**src/rtl/cpu_pkg.sv**
```systemverilog
// Shared CPU-wide parameters and records used by the rename stage.
// The RAT entry record lives here so that other pipeline stages can reuse it.
package cpu_pkg;

  localparam int ARCH_REGS = 32;
  localparam int AREG_W    = $clog2(ARCH_REGS);
  localparam int TAG_W     = 5;

  typedef struct packed {
    logic             busy;
    logic             ready;
    logic [TAG_W-1:0] tag;
  } rat_entry_t;

endpackage

```
**src/rtl/rat_src_lookup.sv**
```systemverilog
// Resolves one rename source against its RAT entry.
// A result appearing on the CDB this cycle is bypassed straight through.
module rat_src_lookup
  import cpu_pkg::*;
(
  input  logic [AREG_W-1:0] areg_i,
  input  rat_entry_t        entry_i,
  input  logic              cdb_valid_i,
  input  logic [TAG_W-1:0]  cdb_tag_i,
  output logic              ready_o,
  output logic [TAG_W-1:0]  tag_o
);

  // r0 and unmapped registers read straight from the ARF, so they report tag 0.
  always_comb begin
    ready_o = 1'b1;
    tag_o   = '0;
    if ((areg_i != '0) && entry_i.busy) begin
      tag_o   = entry_i.tag;
      ready_o = entry_i.ready | (cdb_valid_i & (cdb_tag_i == entry_i.tag));
    end
  end

endmodule

```
**src/rtl/rat_unit.sv**
```systemverilog
// Register alias table: maps each architectural register to its in-flight ROB producer.
// Sources are looked up combinationally from the pre-update table; all state changes land on the clock edge.
module rat_unit #(
  parameter int ARCH_REGS = cpu_pkg::ARCH_REGS,
  parameter int AREG_W    = cpu_pkg::AREG_W,
  parameter int TAG_W     = cpu_pkg::TAG_W
) (
  input  logic              clk,
  input  logic              rst_n,
  input  logic              issue_valid,
  input  logic [AREG_W-1:0] rs,
  input  logic [AREG_W-1:0] rt,
  input  logic [AREG_W-1:0] rd,
  input  logic              has_dest,
  input  logic [TAG_W-1:0]  rob_tag_alloc,
  input  logic              rob_full,
  input  logic              cdb_valid,
  input  logic [TAG_W-1:0]  cdb_tag,
  input  logic              commit_valid,
  input  logic [AREG_W-1:0] commit_areg,
  input  logic [TAG_W-1:0]  commit_tag,
  input  logic              flush,
  output logic [TAG_W-1:0]  rs_tag_out,
  output logic [TAG_W-1:0]  rt_tag_out,
  output logic              rs_ready,
  output logic              rt_ready,
  output logic [TAG_W-1:0]  dest_rob_tag_out,
  output logic              issue_fire,
  output logic              stall
);

  import cpu_pkg::*;

  rat_entry_t [ARCH_REGS-1:0] table_q;
  rat_entry_t [ARCH_REGS-1:0] table_d;
  rat_entry_t                 rsEntry;
  rat_entry_t                 rtEntry;
  logic                       renameWrite;

  assign stall            = rst_n & issue_valid & (rob_full | flush);
  assign issue_fire       = rst_n & issue_valid & ~(rob_full | flush);
  assign dest_rob_tag_out = rob_tag_alloc;
  assign renameWrite      = issue_fire & has_dest & (rd != '0);

  // Hiding the table while in reset makes every source read as ready with tag 0.
  assign rsEntry = rst_n ? table_q[rs] : '0;
  assign rtEntry = rst_n ? table_q[rt] : '0;

  rat_src_lookup u_rs_lookup (
    .areg_i      (rs),
    .entry_i     (rsEntry),
    .cdb_valid_i (cdb_valid),
    .cdb_tag_i   (cdb_tag),
    .ready_o     (rs_ready),
    .tag_o       (rs_tag_out)
  );

  rat_src_lookup u_rt_lookup (
    .areg_i      (rt),
    .entry_i     (rtEntry),
    .cdb_valid_i (cdb_valid),
    .cdb_tag_i   (cdb_tag),
    .ready_o     (rt_ready),
    .tag_o       (rt_tag_out)
  );

  // Later statements override earlier ones, giving flush > rename > commit > CDB.
  // Commit only frees a mapping whose tag still matches, so a newer rename survives.
  always_comb begin
    table_d = table_q;
    for (int i = 1; i < ARCH_REGS; i++) begin
      if (cdb_valid && table_q[i].busy && (table_q[i].tag == cdb_tag)) begin
        table_d[i].ready = 1'b1;
      end
      if (commit_valid && (commit_areg == AREG_W'(i)) && table_q[i].busy &&
          (table_q[i].tag == commit_tag)) begin
        table_d[i].busy  = 1'b0;
        table_d[i].ready = 1'b0;
      end
      if (renameWrite && (rd == AREG_W'(i))) begin
        table_d[i].busy  = 1'b1;
        table_d[i].ready = 1'b0;
        table_d[i].tag   = rob_tag_alloc;
      end
      if (flush) begin
        table_d[i].busy  = 1'b0;
        table_d[i].ready = 1'b0;
      end
    end
  end

  always_ff @(posedge clk) begin
    if (!rst_n) begin
      table_q <= '0;
    end else begin
      table_q <= table_d;
    end
  end

endmodule

```
**config.mk**
```make
export PLATFORM = sky130hd
export DESIGN_NAME = rat_unit
export DESIGN_NICKNAME = d
export VERILOG_FILES = /design/src/rtl/cpu_pkg.sv /design/src/rtl/rat_src_lookup.sv /design/src/rtl/rat_unit.sv
export SDC_FILE = /design/constraint.sdc
export NUM_CORES = 1
export LEC_CHECK = 0
export CAP_MARGIN = 20
export CORE_MARGIN = 2
export CORE_UTILIZATION = 35
export DETAILED_ROUTE_END_ITERATION = 8
export GPL_TIMING_DRIVEN = 0
export PLACE_DENSITY = 0.53
export SLEW_MARGIN = 5
export SYNTH_ARGS = -nofsm -noshare
export SYNTH_HDL_FRONTEND = slang
export SYNTH_SLANG_ARGS = --single-unit
export TNS_END_PERCENT = 10
```
**constraint.sdc**
```tcl
create_clock -name clk -period 4.3 [get_ports clk]
set_clock_uncertainty 0.1 [all_clocks]
set_input_delay 0.86 -clock clk [delete_from_list [all_inputs] [get_ports clk]]
set_output_delay 0.86 -clock clk [all_outputs]
set_load 0.01 [all_outputs]
```
==> impl_metrics.py <==
metrics = {
    "critical_path": {
        "worstReg2RegStart": "table_q[74]",
        "timing.rr.end": "table_q[76]",
        "critPathMaxFanout": 10,
        "cp-end-kind": "output port",
        "critPathKind": "input pin to output port",
        "required_ns": 3.34,
        "start_kind": "input pin",
        "crit_chain": "clkdlybuf4s18_2 -> buf_12 -> buf_12 -> buf_6 -> mux4_2 -> mux4_2 -> mux2_2 -> nor2_1 -> o31ai_2 -> buf_2",
        "max_stage_delay_ns": 0.52,
        "setup.reg_to_reg.worst_slack_ns": 2.31,
        "worstPathArrival_ns": 3.36,
        "ff2ff_path_depth": 6,
        "crit_path_top_delay_cell": "mux4_2",
    },
    "placement": {
        "placed_cells": 2291,
        "pre_cts_ws_ns": -1.52,
        "io_buffers": 44,
        "dpl_cell_area_sq_mm": 0.0168,
        "gp_congestion": 1.01,
        "dp_hpwl_um": 60500,
    },
    "yosys": {
        "synth_xor_area_share_pct": 17.6,
        "synth_cells": 1644,
        "ys_seq_area_share_pct": 28.1,
        "syn_area_per_cell_sq_um": 9.41,
        "synth_ff_type": "dfxtp_1",
        "synth_top_family_by_area": "multiplexers",
        "synthAdderAreaFrac_pct": 0,
        "yosys.area.top_type": "dfxtp_1",
        "synth.most_common_cell": "xor2_1",
        "synth_top_area_share_pct": 28.1,
        "synth.net_count": 1687,
        "synthSimpleGateAreaFrac_pct": 15.9,
        "ys_top_cells_by_area": "dfxtp_1, mux4_2, xor2_1",
        "synthTopCellsByCount": "xor2_1, dfxtp_1, nor2_1, mux2i_1, mux4_2",
        "ys_ff_latch": 217,
        "synth_edf_count": 0,
        "synthArstFlopShare_pct": 0,
        "muxShareOfSynthArea_pct": 26.1,
        "synth_compound_area_share_pct": 7.85,
        "synth_area_sq_mm": 0.0155,
        "synth.distinct_cells": 65,
        "synth_warnings": 0,
    },
    "clock_network": {
        "clk_path_buf_depth": 3,
        "tritoncts": "built",
        "htreeDepth": 1,
        "cts.sinks": 217,
        "clk_pin_slew_ns": 0.06,
        "insertion_delay_ns": 0.57,
        "clock-root-buffer": "clkbuf_16",
        "numCtsBuffers": 26,
    },
    "floorplan": {
        "core-area_sq_mm": 0.0439,
        "die-area_sq_mm": 0.0459,
        "die_y_um": 214,
        "fp.dieW_um": 214,
        "io_pins": 62,
        "initial_core_util_pct": 35.2,
        "rows": 77,
    },
    "worst_hold_path": {
        "hold_path.startpoint": "table_q[69]",
        "holdPathEnd": "table_q[69]",
        "hold_depth": 2,
        "worstHoldPathType": "register to register",
    },
    "global_routing": {
        "grt.busiest_layer": "met2",
        "grtUsageMet1_pct": 46.1,
        "grt-ovfl-total": 0,
        "grt_pass1_wl_um": 111000,
        "met3_usage_pct": 8.43,
        "grt_max_degree": 20,
        "antenna_found_initial": 2,
        "track_usage_pct": 34.3,
        "use_met2_pct": 51.8,
        "grt_pass1_vias": 13900,
    },
    "sta": {
        "fmax_mhz": 232,
        "final-hold-violation-count": 0,
        "tns_ns": -0.0223,
        "tightest_slew_ns": 1.22,
        "rsz0062_at_grt": "yes",
        "setup_viol": 2,
        "max_slew_margin_pct": 19.0,
        "setup_slack_ns": -0.0155,
        "maxSlewViolCount": 0,
        "fin_crit_ns": 4.32,
        "finalCritPeriodShare_pct": 100,
    },
    "route": {
        "ant_nets": 0,
        "first_pass_iters": 6,
        "wire_per_inst_um": 34.1,
        "dr_total_vias": 14800,
        "drt_wl_total_um": 80100,
        "viasPerCell": 6.28,
        "drc": 0,
        "drt_iter0_drc": 1807,
    },
    "cells_and_area": {
        "largest_reg_flops": 217,
        "syn_to_final_growth_pct": 17.1,
        "finalInstanceArea_sq_mm": 0.0181,
        "antenna_cells": 0,
        "fin_nets": 1783,
        "final_layout_size_suffix_gt1_share_pct": 16.4,
        "reg_top3": "table_q: 217 flops",
        "final_cells": 2349,
        "regMostFlops": "table_q",
    },
    "status": {
        "status": "complete, but fails checks",
        "violations": "setup timing",
    },
    "pwr": {
        "ir_worst_vdd_mv": 0.233,
        "power_mw": 5.15,
        "leakagePower_nw": 6.98,
        "power_density_mw_per_mm2": 284,
    },
    "flow_run": {
        "cap_violations": 0,
    },
}
[per-stage QoR]
| step | hold WS, ns | util, % |
|---|---|---|
| CTS | 0.422 | 40.9 |
| floorplan | 0.364 | - |
| detailed placement | 0.415 | 38.3 |
| global route | 0.439 | 41.3 |
| global placement | 0.413 | 37.9 |
| finish | 0.430 | 41.3 |
[kinds of logic (layout without fill, tap and decap cells)]
family / after synthesis / count (layout)
buf+inv: 147 / 260
flops: 217 / 217
xor+xnor: 311 / 311
compound gates: 179 / 179
mux: 269 / 269
simple gates: 521 / 521
[area by class of cell]
| cell class | count | area [sq um] |
|---|---|---|
| inverters | 7 | 26.3 |
| flip-flops and latches | 217 | 4340 |
| repair buffers | 70 | 733 |
| plain buffers | 138 | 877 |
| fillers | 4445 | 25800 |
| multi-input cells | 1280 | 10500 |
| clock buffers | 39 | 791 |
| clock inverters | 6 | 88.8 |
| well taps | 592 | 741 |
[routing by layer]
metal	up-vias	routed length (um)
li1	6120	-
met1	7467	33200
met2	961	34500
met3	204	8200
met4	2	4140
met5	-	13
[repair_timing]
| action | CTS | global route |
|---|---|---|
| buffers inserted | 5 | 8 |
| hold buffers | 0 | 0 |
| setup endpoints to repair | 12 | 7 |
| pin swaps | 6 | 9 |
| gates resized for setup | 99 | 23 |
[critical path: cells and delay by family]
family | cells | cell delay (ns)
muxes | 3 | 1.20
buffers and inverters | 5 | 1.03
and+or+nand+nor | 1 | 0.15
AOI/OAI and AO/OA | 1 | 0.10
[cells in the final DEF (no fill, tap or decap), drive strengths merged, types with 69 or more instances in the layout]
cell type,synthesis,routed
buf,69,95
xnor2,69,69
xor2,242,242
mux4,104,104
a21oi,69,69
nand2,89,89
dfxtp,217,217
clkbuf,71,110
mux2i,151,151
nor2,217,217
[where the power goes]
part           total (mW)  leakage (nW)  switching [mW]  internal [mW]
Clock                2.32         0.431           0.938           1.38
Combinational       0.820          4.80           0.560          0.259
Sequential           2.01          1.75         0.00251           2.01
[worst max path at each step]
stage / from / endpoint / slack [ns] / cells after the start
final: rs[1] / rs_ready / -0.02 / 10
after global routing: rs[1] / rs_ready / -0.03 / 10
after CTS: rt[1] / rt_ready / -0.07 / 11
after detailed placement: rs[1] / rs_ready / -1.52 / 10
after global placement: rs[1] / rs_ready / -1.56 / 10
after floorplan: rs[0] / rs_ready / 0.46 / 10
Note: power is estimated with default switching activity, not from simulation.
